`src/rtl/pixel_block_packer.sv`:
```
// pixel_block_packer
//   Collects a raster stream of 8-bit pixels into 8x8 blocks and presents each
//   completed block as sixteen 32-bit line words on one flat bus with a
//   valid/ack handshake. Two ping-pong banks let the next block fill while the
//   current one waits for its ack.
//
// Ports
//   clk        in   rising-edge system clock
//   reset      in   asynchronous active-low reset
//   pix_valid  in   pixel strobe
//   pix_data   in   pixel value (raster order within block)
//   pix_sof    in   first pixel of a block (resync), qualified by pix_valid
//   pix_ready  out  a pixel is accepted this cycle (registers only)
//   blk_valid  out  blk_data holds a complete block
//   blk_data   out  word k at [32k+31:32k]; k=0 Line1_1 ... k=15 Line8_2
//   blk_ack    in   consumer takes the block (only while blk_valid)
//   blk_count  out  blocks acknowledged, wraps
//   drop_count out  partial blocks discarded by pix_sof, saturates at 255

// One pixel bank. Pixel n lands in word n/PPW with the first pixel of each
// word in the MSB byte, so the byte slot is the index with its low bits
// inverted.
module pbp_bank #(
  parameter int PIX_W   = 8,
  parameter int BLK_PIX = 64,
  parameter int WORD_W  = 32,
  parameter int IDX_W   = $clog2(BLK_PIX)
) (
  input  logic                     clk,
  input  logic                     reset,
  input  logic                     wr_en_i,
  input  logic [IDX_W-1:0]         wr_idx_i,
  input  logic [PIX_W-1:0]         wr_pix_i,
  output logic [BLK_PIX*PIX_W-1:0] data_o
);
  localparam int SH = $clog2(WORD_W / PIX_W);

  logic [BLK_PIX-1:0][PIX_W-1:0] bytes_q;
  logic [IDX_W-1:0]              slot;

  assign slot = {wr_idx_i[IDX_W-1:SH], ~wr_idx_i[SH-1:0]};

  always_ff @(posedge clk or negedge reset) begin
    if (!reset)       bytes_q       <= '0;
    else if (wr_en_i) bytes_q[slot] <= wr_pix_i;
  end

  assign data_o = bytes_q;
endmodule

module pixel_block_packer #(
  parameter int PIX_W   = 8,
  parameter int BLK_PIX = 64,
  parameter int WORD_W  = 32,
  parameter int CNT_W   = 16
) (
  input  logic                     clk,
  input  logic                     reset,
  input  logic                     pix_valid,
  input  logic [PIX_W-1:0]         pix_data,
  input  logic                     pix_sof,
  output logic                     pix_ready,
  output logic                     blk_valid,
  output logic [BLK_PIX*PIX_W-1:0] blk_data,
  input  logic                     blk_ack,
  output logic [CNT_W-1:0]         blk_count,
  output logic [7:0]               drop_count
);
  localparam int IDX_W = $clog2(BLK_PIX);
  localparam int DW    = BLK_PIX * PIX_W;

  logic             wr_sel_q, wr_sel_d;
  logic             rd_sel_q, rd_sel_d;
  logic [1:0]       full_q, full_d;
  logic [IDX_W-1:0] idx_q, idx_d;
  logic [CNT_W-1:0] blk_count_q, blk_count_d;
  logic [7:0]       drop_q, drop_d;

  logic             acc, ack, done;
  logic [IDX_W-1:0] wpos;
  logic [1:0][DW-1:0] bank_data;

  assign pix_ready = !full_q[wr_sel_q];
  assign acc       = pix_valid && pix_ready;
  assign ack       = full_q[rd_sel_q] && blk_ack;
  // An sof pixel always lands at slot 0, so it can never complete a bank.
  assign wpos      = pix_sof ? '0 : idx_q;
  assign done      = acc && !pix_sof && (idx_q == IDX_W'(BLK_PIX - 1));

  for (genvar b = 0; b < 2; b++) begin : g_bank
    pbp_bank #(
      .PIX_W  (PIX_W),
      .BLK_PIX(BLK_PIX),
      .WORD_W (WORD_W),
      .IDX_W  (IDX_W)
    ) u_bank (
      .clk     (clk),
      .reset   (reset),
      .wr_en_i (acc && (wr_sel_q == 1'(b))),
      .wr_idx_i(wpos),
      .wr_pix_i(pix_data),
      .data_o  (bank_data[b])
    );
  end

  always_comb begin
    wr_sel_d    = wr_sel_q;
    rd_sel_d    = rd_sel_q;
    full_d      = full_q;
    idx_d       = idx_q;
    blk_count_d = blk_count_q;
    drop_d      = drop_q;

    // Ack and completion always hit different banks (the write bank is
    // empty, the read bank is full), so both updates can apply together.
    if (ack) begin
      full_d[rd_sel_q] = 1'b0;
      rd_sel_d         = ~rd_sel_q;
      blk_count_d      = blk_count_q + 1'b1;
    end

    if (acc) begin
      if (pix_sof) begin
        idx_d = IDX_W'(1);
        if (idx_q != '0 && drop_q != 8'hFF) drop_d = drop_q + 8'd1;
      end else if (done) begin
        idx_d            = '0;
        full_d[wr_sel_q] = 1'b1;
        wr_sel_d         = ~wr_sel_q;
      end else begin
        idx_d = idx_q + 1'b1;
      end
    end
  end

  always_ff @(posedge clk or negedge reset) begin
    if (!reset) begin
      wr_sel_q    <= 1'b0;
      rd_sel_q    <= 1'b0;
      full_q      <= '0;
      idx_q       <= '0;
      blk_count_q <= '0;
      drop_q      <= '0;
    end else begin
      wr_sel_q    <= wr_sel_d;
      rd_sel_q    <= rd_sel_d;
      full_q      <= full_d;
      idx_q       <= idx_d;
      blk_count_q <= blk_count_d;
      drop_q      <= drop_d;
    end
  end

  assign blk_valid  = full_q[rd_sel_q];
  assign blk_data   = bank_data[rd_sel_q];
  assign blk_count  = blk_count_q;
  assign drop_count = drop_q;
endmodule

```
`config.mk`:
```
export PLATFORM = sky130hd
export DESIGN_NAME = pixel_block_packer
export DESIGN_NICKNAME = d
export VERILOG_FILES = /design/src/rtl/pixel_block_packer.sv
export SDC_FILE = /design/constraint.sdc
export NUM_CORES = 1
export LEC_CHECK = 0
export BUFFER_PORTS_ARGS = -buffer_cell sky130_fd_sc_hd__buf_2
export CAP_MARGIN = 0
export CORE_ASPECT_RATIO = 1.5
export CORE_MARGIN = 3
export CORE_UTILIZATION = 45
export DETAILED_ROUTE_END_ITERATION = 10
export PLACE_DENSITY = 0.79
export SLEW_MARGIN = 20
export SYNTH_ARGS = -nofsm -noshare
export SYNTH_HDL_FRONTEND = slang
export SYNTH_HIERARCHICAL = 1
export SYNTH_SLANG_ARGS = --single-unit
```
`constraint.sdc`:
```
create_clock -name clk -period 2.3 [get_ports clk]
set_input_delay 0.23 -clock clk [delete_from_list [all_inputs] [get_ports clk]]
set_output_delay 0.23 -clock clk [all_outputs]
set_load 0.1 [all_outputs]
```
Word-level counts from Yosys, hierarchy flattened
Index checks and enable logic that the tools add are counted.
- add/subtract/negate cells: 3
- magnitude comparators: 6
- equal/unequal tests: 2
- multiplexer cells: 21
- bitwise logic cells: 7
- reduce and logical (&&, ||, !) cells: 15
- operators with widths (kind ; number):
    bitwise mux 512 bit ; 2
    two-way mux 512 bit ; 2
    demux 8 bit (select 6 bit) ; 1
    two-way mux 6 bit ; 3
    adder 16 x 1 -> 16 bit (second input constant) ; 1
    logical AND 1 bit ; 10
    adder 8 x 1 -> 8 bit (second input constant) ; 1
    two-way mux 2 bit ; 4
    two-way mux 8 bit ; 1
    != test 8 bit (second input constant) ; 1
    < comparator 6 x 7 -> 1 bit (second input constant) ; 1
    adder 6 x 1 -> 6 bit (second input constant) ; 1
    equality test 6 bit (second input constant) ; 1
    greater-or-equal comparator 6 x 1 -> 1 bit (second input constant) ; 1
    two-way mux 1 bit ; 6
    AND reduction 3 bit ; 2
    nonzero test 6 bit ; 1
    < comparator 1 x 2 -> 1 bit (second input constant) ; 2
    inverter 2 bit ; 2
    inverter 1 bit ; 3
    AND 2 bit ; 1
    demux 1 bit (select 1 bit) ; 2
    greater-or-equal comparator 1 bit (second input constant) ; 2
    logical NOT 1 bit ; 2
    bitwise OR 2 bit ; 1
- flip-flop bits (word level): 1058
- input port bits: 13
- output and inout port bits: 538
- word-level logic and storage cells: 188

Logic depth before layout (Yosys ltp)
- depth after elaboration: 11
- gate-level depth with buffers: 7
- gate-level depth less buffers: 6

Cells and area by module
The synthesis kept the hierarchy.
- modules (own cells, without submodules) (module ; times used ; cells each ; area each (µm²) ; sequential area each (µm²)):
    pbp_bank ; 2 ; 1191 ; 19329.8 ; 12812.3
    pixel_block_packer ; 1 ; 732 ; 7766.2 ; 850.8

Worst setup path after synthesis
No wires, ideal clock.
- path kind: flip-flop to flip-flop
- start point: register wr_sel_q
- end point: register drop_q[7] (netlist: drop_count[7])
- setup time: 163 ps
- arrival time: 2401 ps
- data required time: 2137 ps
- slack: -264 ps
- stages on the path, launching flop included: 6
- clock period less this slack: 2564 ps
- path through: dfrtp_1 -> mux2i_2 -> nand2_2 -> buf_2 -> nor4_2 -> xor2_1
- word-level cells in the longest chain between the ends: 5
- RTL lines (element ; line ; RTL):
    start, declared ; 72 ; logic wr_sel_q, wr_sel_d;
    start signal, assigned ; 145 ; wr_sel_q <= wr_sel_d;
    two-way mux 1 bit (not written as such) (2 in series) ; 83 ; assign pix_ready = !full_q[wr_sel_q];
    logical NOT 1 bit ; 83 ;
    named net pix_ready ; 62 ; output logic pix_ready,
    logical AND 1 bit ; 84 ; assign acc = pix_valid && pix_ready;
    AND reduction 3 bit (no line) ; n/a ;
    end signal, assigned ; 150 ; drop_q <= drop_d;
    end, declared ; 77 ; logic [7:0] drop_q, drop_d;
The timed path passes the listed nets, and every way through them passes these cells. The select of a mux whose other input is x is not followed.
A chain may end at the register's enable or synchronous reset.

Final worst setup path
- start point: register rd_sel_q
- end point: output blk_data[288]
- word-level cells in the longest chain between the ends: 2
- RTL lines (element ; line ; RTL):
    start, declared ; 73 ; logic rd_sel_q, rd_sel_d;
    start signal, assigned ; 146 ; rd_sel_q <= rd_sel_d;
    two-way mux 512 bit (not written as such) (2 in series) ; 155 ; assign blk_data = bank_data[rd_sel_q];
    end, declared ; 64 ; output logic [BLK_PIX*PIX_W-1:0] blk_data,
No other way between the ends. The select of a mux whose other input is x is not followed.

==> results.ini <==
[outcome]
status = finished with violations
violations = setup timing

[clocking]
tritoncts = built
cts_buffer_depth = 3
clk_latency_ns = 0.69
cts.sinks = 1058
h-tree-depth = 3
clock_tree.root_cell = clkbuf_16
numCtsBuffers = 100
cts.clk_slew.worst_paths_ns = 0.06

[yosys]
synth_edf_count = 0
ys_types = 47
synthFlopType = dfrtp_1
synth_top_cell_area_share_pct = 57.0
ys_ff_latch = 1058
yosys_warnings = 6
seq_area_frac_synth_pct = 57.0
syn-num-nets = 3131
syn_inst = 3114
syn_area_per_cell_um2 = 14.9
async_flop_share_pct = 100
ys_top_cells_by_area = dfrtp_1 57%, mux2_2 37%, clkbuf_1 1.1%
synth.most_common_cell = mux2_2
synthTopCellsByCount = 1517 x mux2_2, 1058 x dfrtp_1, 142 x clkbuf_1
synth_top_area_cell = dfrtp_1
syn_area_um2 = 46400

[global_route]
grt_max_degree = 126
grt_antenna_before_repair = 0
grt_pass1_wl_um = 191000
grt_overflow = 0
grt_pass1_vias = 30400
grt_usage_pct = 23.6

[cells_and_area]
drive_above_1_share_pct = 64.8
stdcell_area_um2 = 57800
finalNetCount = 3809
syn_to_final_growth_pct = 24.6
finalCoreUtilization_pct = 56.8
layout.cells.non_filler = 5179
fill_cells = 7803

[sta]
fmax_mhz = 383
maxSlewViolCount = 0
fin_ws_ns = -0.312
finalCritPeriodShare_pct = 114
relSlewSlack_pct = 26.1
fin_skew_ns = 0.0210
worst_slew_pin_slew_ns = 1.11
setup-violations-final = 537
rsz0062_at_grt = true
finalHoldViolations = 0
period_minus_slack_ns = 2.61

[die]
ios = 551
coreArea_um2 = 102000
start_util_pct = 45.6
num_rows = 143
dieHeight_um = 399
die-area_um2 = 107000
die_w_um = 268

[place]
placed_area_um2 = 52700
io_buffers = 550
placed_cells = 4973
gp_congestion = 0.814
hpwl_um = 86700

[power_and_ir_drop]
ir_drop_uv = 1000
p_per_area_nw_per_um2 = 831
p_leak_nw = 30.0

[worst_setup_path]
ff2ff_setup_slack_ns = -0.03
arrival_ns = 2.38
path_class = reg2out
cp.required_ns = 2.07
r2r_end = g_bank[0].u_bank/data_o[174]$_DFFE_PN0P_
r2r_cells = 6
crit_path_end_kind = output pin
critPathMaxFanout = 20
worst_setup_path_start_kind = register
r2r-start = idx_q[0]$_DFFE_PN0N_

[detailed_routing]
dr_total_vias = 28500
detail_route.iter0.violations = 1699
viasPerCell = 5.50
drtAntennaViolNets = 0
drc = 0
detail_route.first_pass.iterations = 5
wl_um = 130000
wl_per_cell_um = 25.0

[min_path]
hold_class = in2async

[job]
drv_cap = 0

## through the flow
stage          hold slack, ns  worst slack [ns]  TNS [ns]  total power [mW]
2_1_floorplan         -0.0656             0.102         0              28.4
3_3_place_gp            0.199           -0.0464    -0.678              30.7
3_5_place_dp            0.189           -0.0600    -0.747              30.8
4_1_cts                0.0239            -0.447   -190.53              48.3
5_1_grt                0.0552            -0.371   -174.34              49.6
6_report               0.0623            -0.312   -121.51              48.0
## critical path: stages (launching register included)
cell and delay (ns):
dfrtp_4 0.42, clkbuf_4 0.20, buf_12 0.22, buf_12 0.21
mux2_2 0.38, buf_4 0.24
## cell families after synthesis
kind of cell             after synthesis  share of synthesized area [%]
flip-flops                          1058                           57.0
AND/OR/NAND/NOR                      242                           2.79
AO/OA/AOI/OAI                         21                          0.296
buffers and inverters                225                           1.96
multiplexers                        1541                           37.4
adder cells (fa/ha/maj)                4                          0.108
XOR/XNOR                              23                          0.434
## worst max-delay path by stage
stage / to / start / slack (ns) / cells past startpoint
5_1_grt: blk_data[328] / rd_sel_q$_DFFE_PN0N_ / -0.37 / 5
3_5_place_dp: g_bank[0].u_bank/data_o[315]$_DFFE_PN0P_ / wr_sel_q$_DFFE_PN0P_ / -0.06 / 6
3_3_place_gp: g_bank[0].u_bank/data_o[319]$_DFFE_PN0P_ / wr_sel_q$_DFFE_PN0P_ / -0.05 / 6
6_report: blk_data[288] / rd_sel_q$_DFFE_PN0N_ / -0.31 / 5
2_1_floorplan: blk_count[13]$_DFFE_PN0N_ / blk_count[3]$_DFFE_PN0N_ / 0.10 / 4
4_1_cts: blk_data[183] / rd_sel_q$_DFFE_PN0N_ / -0.45 / 4
## state kept, by name (all words and copies together) (netlist names)
signal                count
full_q                    2
rd_sel_q                  1
blk_count                16
g_bank.u_bank/data_o   1024
idx_q                     6
wr_sel_q                  1
drop_count                8
## layer usage
layer  up-vias  global-route usage (%)  wire, um
li1      12500                       -         -
met5         -                       0         0
met3       189                    5.11      7700
met2       701                    40.1     64900
met4         0                    8.74      4340
met1     15100                    29.5     52600
## final cells by class
cell class                 instances  area, um^2  area share [%]
sequential                      1058       26500            45.8
multi-input combinational       1831       19200            33.2
timing repair buffer             796        7020            12.1
clock buffer                     141        2950            5.10
tap                             1305        1630            2.82
clock inverter                    41         504           0.872
inverter                           5        18.8          0.0325
antenna                            2        5.00         0.00866
## layout by cell type, fill, tap and decap left out, types with 5 or more instances in the layout
cell type,Yosys,final
xor2_1,13,13
nor3b_2,0,7
inv_6,0,5
mux2_1,21,21
nand4_1,7,7
clkbuf_4,0,71
nor2b_1,10,6
nand4b_1,6,6
clkbuf_16,0,111
nand3_1,12,12
nand3b_1,7,7
mux2_2,1517,1514
dlygate4sd3_1,0,6
o21ai_0,8,8
dfrtp_1,1058,1057
clkinvlp_4,0,10
clkbuf_1,142,15
clkbuf_8,0,23
buf_16,0,7
nor2_1,39,37
clkinv_2,0,13
nand2_1,102,102
buf_4,0,360
nor4bb_4,0,6
bufinv_16,0,9
buf_6,0,79
and3_1,6,6
buf_12,0,72
xnor2_1,10,10
and3b_1,6,6
and4b_1,6,6
inv_1,5,5
buf_2,52,190
## repair_timing
item                                   CTS  global route
hold buffers                             6             0
setup endpoints to repair              575           897
gates cloned                             0             9
resized for setup                      175           409
endpoints found under the hold margin  690             0
setup buffers                            1             7
## report_power, final
group	total, mW	switching, mW	internal [mW]
combinational	10.8	8.49	2.34
sequential	19.9	0.460	19.5
clock	17.3	7.30	9.98
total	48.0	16.3	31.8
Power figures use the tool's default switching activity.
